$ cat config.mk
export PLATFORM = sky130hd
export DESIGN_NAME = regfile_sb
export DESIGN_NICKNAME = d
export VERILOG_FILES = /design/src/rtl/regfile_sb.sv
export SDC_FILE = /design/constraint.sdc
export NUM_CORES = 2
export LEC_CHECK = 0
export ABC_CLOCK_PERIOD_IN_PS = 60200
export CORE_MARGIN = 1.5
export CORE_UTILIZATION = 60
export CTS_CLUSTER_SIZE = 12
export DETAILED_ROUTE_END_ITERATION = 7
export PLACE_DENSITY = 0.77
export SYNTH_ARGS = -nofsm -noshare
export SYNTH_HDL_FRONTEND = slang
export SYNTH_SLANG_ARGS = --single-unit
$ cat constraint.sdc
create_clock -name clk -period 60.2 [get_ports clk]
set_input_delay 6.02 -clock clk [delete_from_list [all_inputs] [get_ports clk]]
set_output_delay 6.02 -clock clk [all_outputs]
set_load 0.02 [all_outputs]
$ cat src/rtl/regfile_sb.sv
// regfile_sb: parametrised register file with NRD combinational read
// ports, one write port, optional write-to-read bypass and a per-register
// busy scoreboard used by the control FSM for read-after-write stalls.

// One read port: bypass mux plus scoreboard lookup for its address.
module regfile_sb_rdport #(
    parameter int XLEN   = 32,
    parameter int NREGS  = 32,
    parameter int AW     = 5,
    parameter int BYPASS = 1
) (
    input  logic [NREGS-1:0][XLEN-1:0] regs_i,
    input  logic [NREGS-1:0]           busy_i,
    input  logic [AW-1:0]              ra_i,
    input  logic                       we_i,
    input  logic                       wclr_i,
    input  logic [AW-1:0]              wa_i,
    input  logic [XLEN-1:0]            wd_i,
    output logic [XLEN-1:0]            rd_o,
    output logic                       rbusy_o
);
    logic hit;

    // Same-cycle write to this port's address (never x0) forwards wd.
    assign hit = (BYPASS != 0) && we_i && (wa_i == ra_i) && (wa_i != {AW{1'b0}});

    // Read data and busy view; x0 is always zero and never busy.
    always_comb begin
        rd_o    = {XLEN{1'b0}};
        rbusy_o = 1'b0;
        if (hit) begin
            rd_o    = wd_i;
            rbusy_o = wclr_i ? 1'b0 : busy_i[ra_i];
        end else if (ra_i != {AW{1'b0}}) begin
            rd_o    = regs_i[ra_i];
            rbusy_o = busy_i[ra_i];
        end
    end
endmodule

module regfile_sb #(
    parameter int XLEN   = 32,
    parameter int NREGS  = 32,
    parameter int NRD    = 2,
    parameter int BYPASS = 1,
    localparam int AW    = $clog2(NREGS)
) (
    input  logic                  clk,
    input  logic                  reset,
    input  logic [NRD*AW-1:0]     ra,
    output logic [NRD*XLEN-1:0]   rd,
    output logic [NRD-1:0]        rbusy,
    input  logic                  we,
    input  logic [AW-1:0]         wa,
    input  logic [XLEN-1:0]       wd,
    input  logic                  wclr,
    input  logic                  iss_valid,
    input  logic [AW-1:0]         iss_rd,
    output logic                  iss_ready,
    output logic [AW:0]           busy_cnt
);
    logic [NREGS-1:0][XLEN-1:0] regs_q;
    logic [NREGS-1:0]           busy_q, busy_d;
    logic [AW:0]                cnt_q, cnt_d;
    logic                       wr_en, clr_en, iss_acc;

    assign wr_en   = we && (wa != {AW{1'b0}});
    assign clr_en  = wr_en && wclr;
    // A busy register may be re-issued in the cycle its writer retires.
    assign iss_ready = (iss_rd == {AW{1'b0}}) || !busy_q[iss_rd] ||
                       (we && wclr && (wa == iss_rd));
    assign iss_acc = iss_valid && iss_ready && (iss_rd != {AW{1'b0}});

    // Register array; x0 is never written so it stays zero.
    always_ff @(posedge clk or posedge reset) begin
        if (reset) begin
            regs_q <= '0;
        end else if (wr_en) begin
            regs_q[wa] <= wd;
        end
    end

    // Scoreboard next state: clear on writeback, then set on issue so a
    // new owner issued in the retiring cycle keeps the bit.
    always_comb begin
        busy_d = busy_q;
        if (clr_en) busy_d[wa] = 1'b0;
        if (iss_acc) busy_d[iss_rd] = 1'b1;
        busy_d[0] = 1'b0;
        cnt_d = {(AW+1){1'b0}};
        for (int i = 0; i < NREGS; i++) begin
            cnt_d = cnt_d + (AW+1)'(busy_d[i]);
        end
    end

    // Scoreboard bits and their registered popcount.
    always_ff @(posedge clk or posedge reset) begin
        if (reset) begin
            busy_q <= '0;
            cnt_q  <= '0;
        end else begin
            busy_q <= busy_d;
            cnt_q  <= cnt_d;
        end
    end

    assign busy_cnt = cnt_q;

    for (genvar k = 0; k < NRD; k++) begin : g_rd
        regfile_sb_rdport #(
            .XLEN(XLEN), .NREGS(NREGS), .AW(AW), .BYPASS(BYPASS)
        ) u_rdport (
            .regs_i (regs_q),
            .busy_i (busy_q),
            .ra_i   (ra[k*AW +: AW]),
            .we_i   (we),
            .wclr_i (wclr),
            .wa_i   (wa),
            .wd_i   (wd),
            .rd_o   (rd[k*XLEN +: XLEN]),
            .rbusy_o(rbusy[k])
        );
    end
endmodule

==> impl_metrics.toml <==
[logic_synthesis]
syn_inst = 4136
seq_area_frac_synth_pct = 45.22
syn_avg_cell_area_um2 = 14.20
synth_top_area_share_pct = 45.22
async_flop_share_pct = 100.0
yosysMostFrequentCell = "dfrtp_1"
synth_area_leaders = "dfrtp_1 (45%), mux2_2 (20%), mux4_2 (19%)"
synthesis.area_um2 = 58710
yosysTopAreaCell = "dfrtp_1"
yosys_warnings = 0
synth_nets = 4223
synth_edf_count = 0
synthTopCellsByCount = "dfrtp_1 (1061), mux2_2 (1045), mux4_2 (497), clkbuf_1 (261), mux2i_1 (181)"
yosys_register_bits = 1061
ys_types = 72
synth_flop_cell = "dfrtp_1"

[sta]
hold_viol_final = 0
finalMaxSlewViolations = 0
rsz0062_at_grt = "false"
slew_headroom_pct = 19.69
period_needed_ns = 17.05
clock.fmax_mhz = 58.66
final_min_period_over_clock_period_pct = 28.32
finalSetupViolCount = 0
worstMarginPinSlew_ns = 1.174
worst_slack_ns = 43.15
skew_ns = 0.006850
tns_ns = 0

[status]
violations = "DRC"
status = "complete, but fails checks"

[layout]
fill_cells = 6748
seq_area_um2 = 26550
multi_input_area_um2 = 30210
area_growth_pct = 9.903
finalNetCount = 4123
final_cells = 5398
drive_gt1_share_pct = 45.67

[routing]
drc = 6
highest_layer = "met5"
drt-total-wl_um = 180500
dr_wl_met3_um = 18730
ant_nets = 0
wl_met2_um = 84110
wl_met1_um = 67600
vias_per_cell = 7.215
dr.pass1.iters = 8
first_iter_violations = 4176
vias = 38947
wire_per_inst_um = 33.45

[worst_setup_path]
reg2reg_slack_ns = 53.46
crit_type = "input port to output pin"
cp_max_fo = 50
worstPathRequired_ns = 54.18
arrival_ns = 11.03
cp-start-kind = "input port"
startpoint = "ra[5]"
end_kind = "output pin"
r2r_start = "busy_q[23]$_DFF_PP0_"

[clocking]
cts_tree = "yes"
hold_buffers = 0
cts_made_buffers = 112
cts_resized = 0
postCtsSetupBuffers = 0
clockBufferDepth = 3
root_buffer = "clkbuf_16"
clk_latency_ns = 0.69
htreeDepth = 3
cts_sinks = 1061
clkTransAtPathRegs_ns = 0.06

[place]
routabilityCongestion = 0.9567
place_ws_ns = 43.05
portBuffers = 129
dp_hpwl_um = 99060
dp.cells = 5198

[power]
power_leakage_nw = 27.76
pwr-share-comb_pct = 29.9
switching_share_pct = 30.37
power.internal_mw = 1.659
ir_worst_vdd_v = 0.00009716
clockPowerShare_pct = 29.7
powerDensity_nw_per_um2 = 36.92
p_seq_share_pct = 40.4
p_switching_mw = 0.7235

[die]
ios = 130
die_y_um = 315.8
dieArea_um2 = 99740
core_um2 = 96850
fp-row-count = 114
die_x_um = 315.8
initial_core_util_pct = 60.62

[run]
maxCapViolCount = 0

[global_route]
grt.total_usage_pct = 37.15
grt_pass1_vias = 39905
grt_pass1_wl_um = 269400
grt_max_degree = 178
grt.overflow.total = 0
antenna_found_initial = 8

[worst_hold_path]
hold_class = "flip-flop to flip-flop"
holdCritStartpoint = "regs_q[27]$_DFFE_PP0P_"
-- power by group through the flow --
stage / Sequential, mW / Clock [mW] / Combinational, mW
final: 0.961 / 0.708 / 0.713
after global routing: 0.980 / 0.742 / 0.777
after CTS: 0.958 / 0.712 / 0.713
after detailed placement: 0.969 / 0 / 0.708
after global placement: 0.959 / 0 / 0.684
after floorplan: 0.939 / 0 / 0.549
-- state kept, by name, indices dropped and copies added, names as in the netlist --
name,flops
regs_q,1024
busy_cnt,6
busy_q,31
-- stage by stage --
step	power (mW)	util (%)	hold slack [ns]	area [µm²]
global placement	1.643	62.79	0.3776	60820
detailed placement	1.677	62.79	0.3836	60820
floorplan	1.488	-	0.4413	58710
CTS	2.383	66.62	0.3970	64520
finish	2.382	66.63	0.3964	64530
global route	2.500	66.62	0.4094	64520
-- layout make-up --
class	instances	share of cell area, %
clock inverter	24	0.5740
antenna	3	0.01163
clock buffer	173	5.166
sequential	1061	41.15
inverter	68	0.4111
tap	1276	2.474
timing repair buffer	242	3.399
multi-input combinational	2551	46.82
-- final timing paths --
kind / endpoint / cells past startpoint
min in group asynchronous: regs_q[319]$_DFFE_PP0P_ / 2
worst min-delay path: regs_q[27]$_DFFE_PP0P_ / 0
worst max-delay path: rd[52] / 9
worst min register to register: regs_q[27]$_DFFE_PP0P_ / 0
max in group asynchronous: regs_q[988]$_DFFE_PP0P_ / 8
worst max register to register: busy_cnt[4]$_DFF_PP0_ / 20
-- metal layers --
metal / track usage [%] / vias to the layer above
li1: - / 15591
met1: 49.50 / 20660
met2: 57.69 / 2122
met3: 9.032 / 566
met4: 18.29 / 8
met5: 0 / -
-- layout by cell type (no fill, tap or decap), types with 6 or more instances in the layout --
cell type	instances
a22oi_1	33
or3_1	9
fa_1	23
nand3_1	31
a32o_1	32
buf_4	112
clkdlybuf4s50_1	119
inv_1	66
nand2_2	9
o21ai_1	7
nand2_1	122
nor2_1	109
clkbuf_1	32
bufinv_16	9
o21a_1	10
ha_1	7
mux2_2	1045
o311a_1	8
mux4_2	497
clkbuf_8	28
xnor2_1	13
nor2_4	16
a21boi_0	18
a2bb2oi_1	6
o22ai_1	85
a21oi_1	68
clkbuf_16	113
mux2i_1	181
nand2b_1	26
nor3_1	9
o31a_1	18
and3_1	10
dfrtp_1	1061
clkinv_2	11
o21ai_0	31
a31oi_1	32
-- worst max-delay path, cell delays in order --
cell	delay (ns)
buf_8	0.39
buf_4	0.76
buf_4	0.77
buf_4	0.77
mux4_2	0.59
mux4_2	0.47
nand2b_1	0.17
a32o_1	0.39
clkdlybuf4s50_1	0.58
-- cell families after synthesis --
family                     after synthesis  synth area share [%]
AOI/OAI and AO/OA                      396                 4.708
muxes                                 1723                 42.19
DFF                                   1061                 45.22
and+or+nand+nor                        384                 2.966
xor gates and xnor gates                18                0.2685
adders and majority gates               30                0.9334
buffers and inverters                  524                 3.710
No activity file was read; power rests on OpenSTA's default activity.
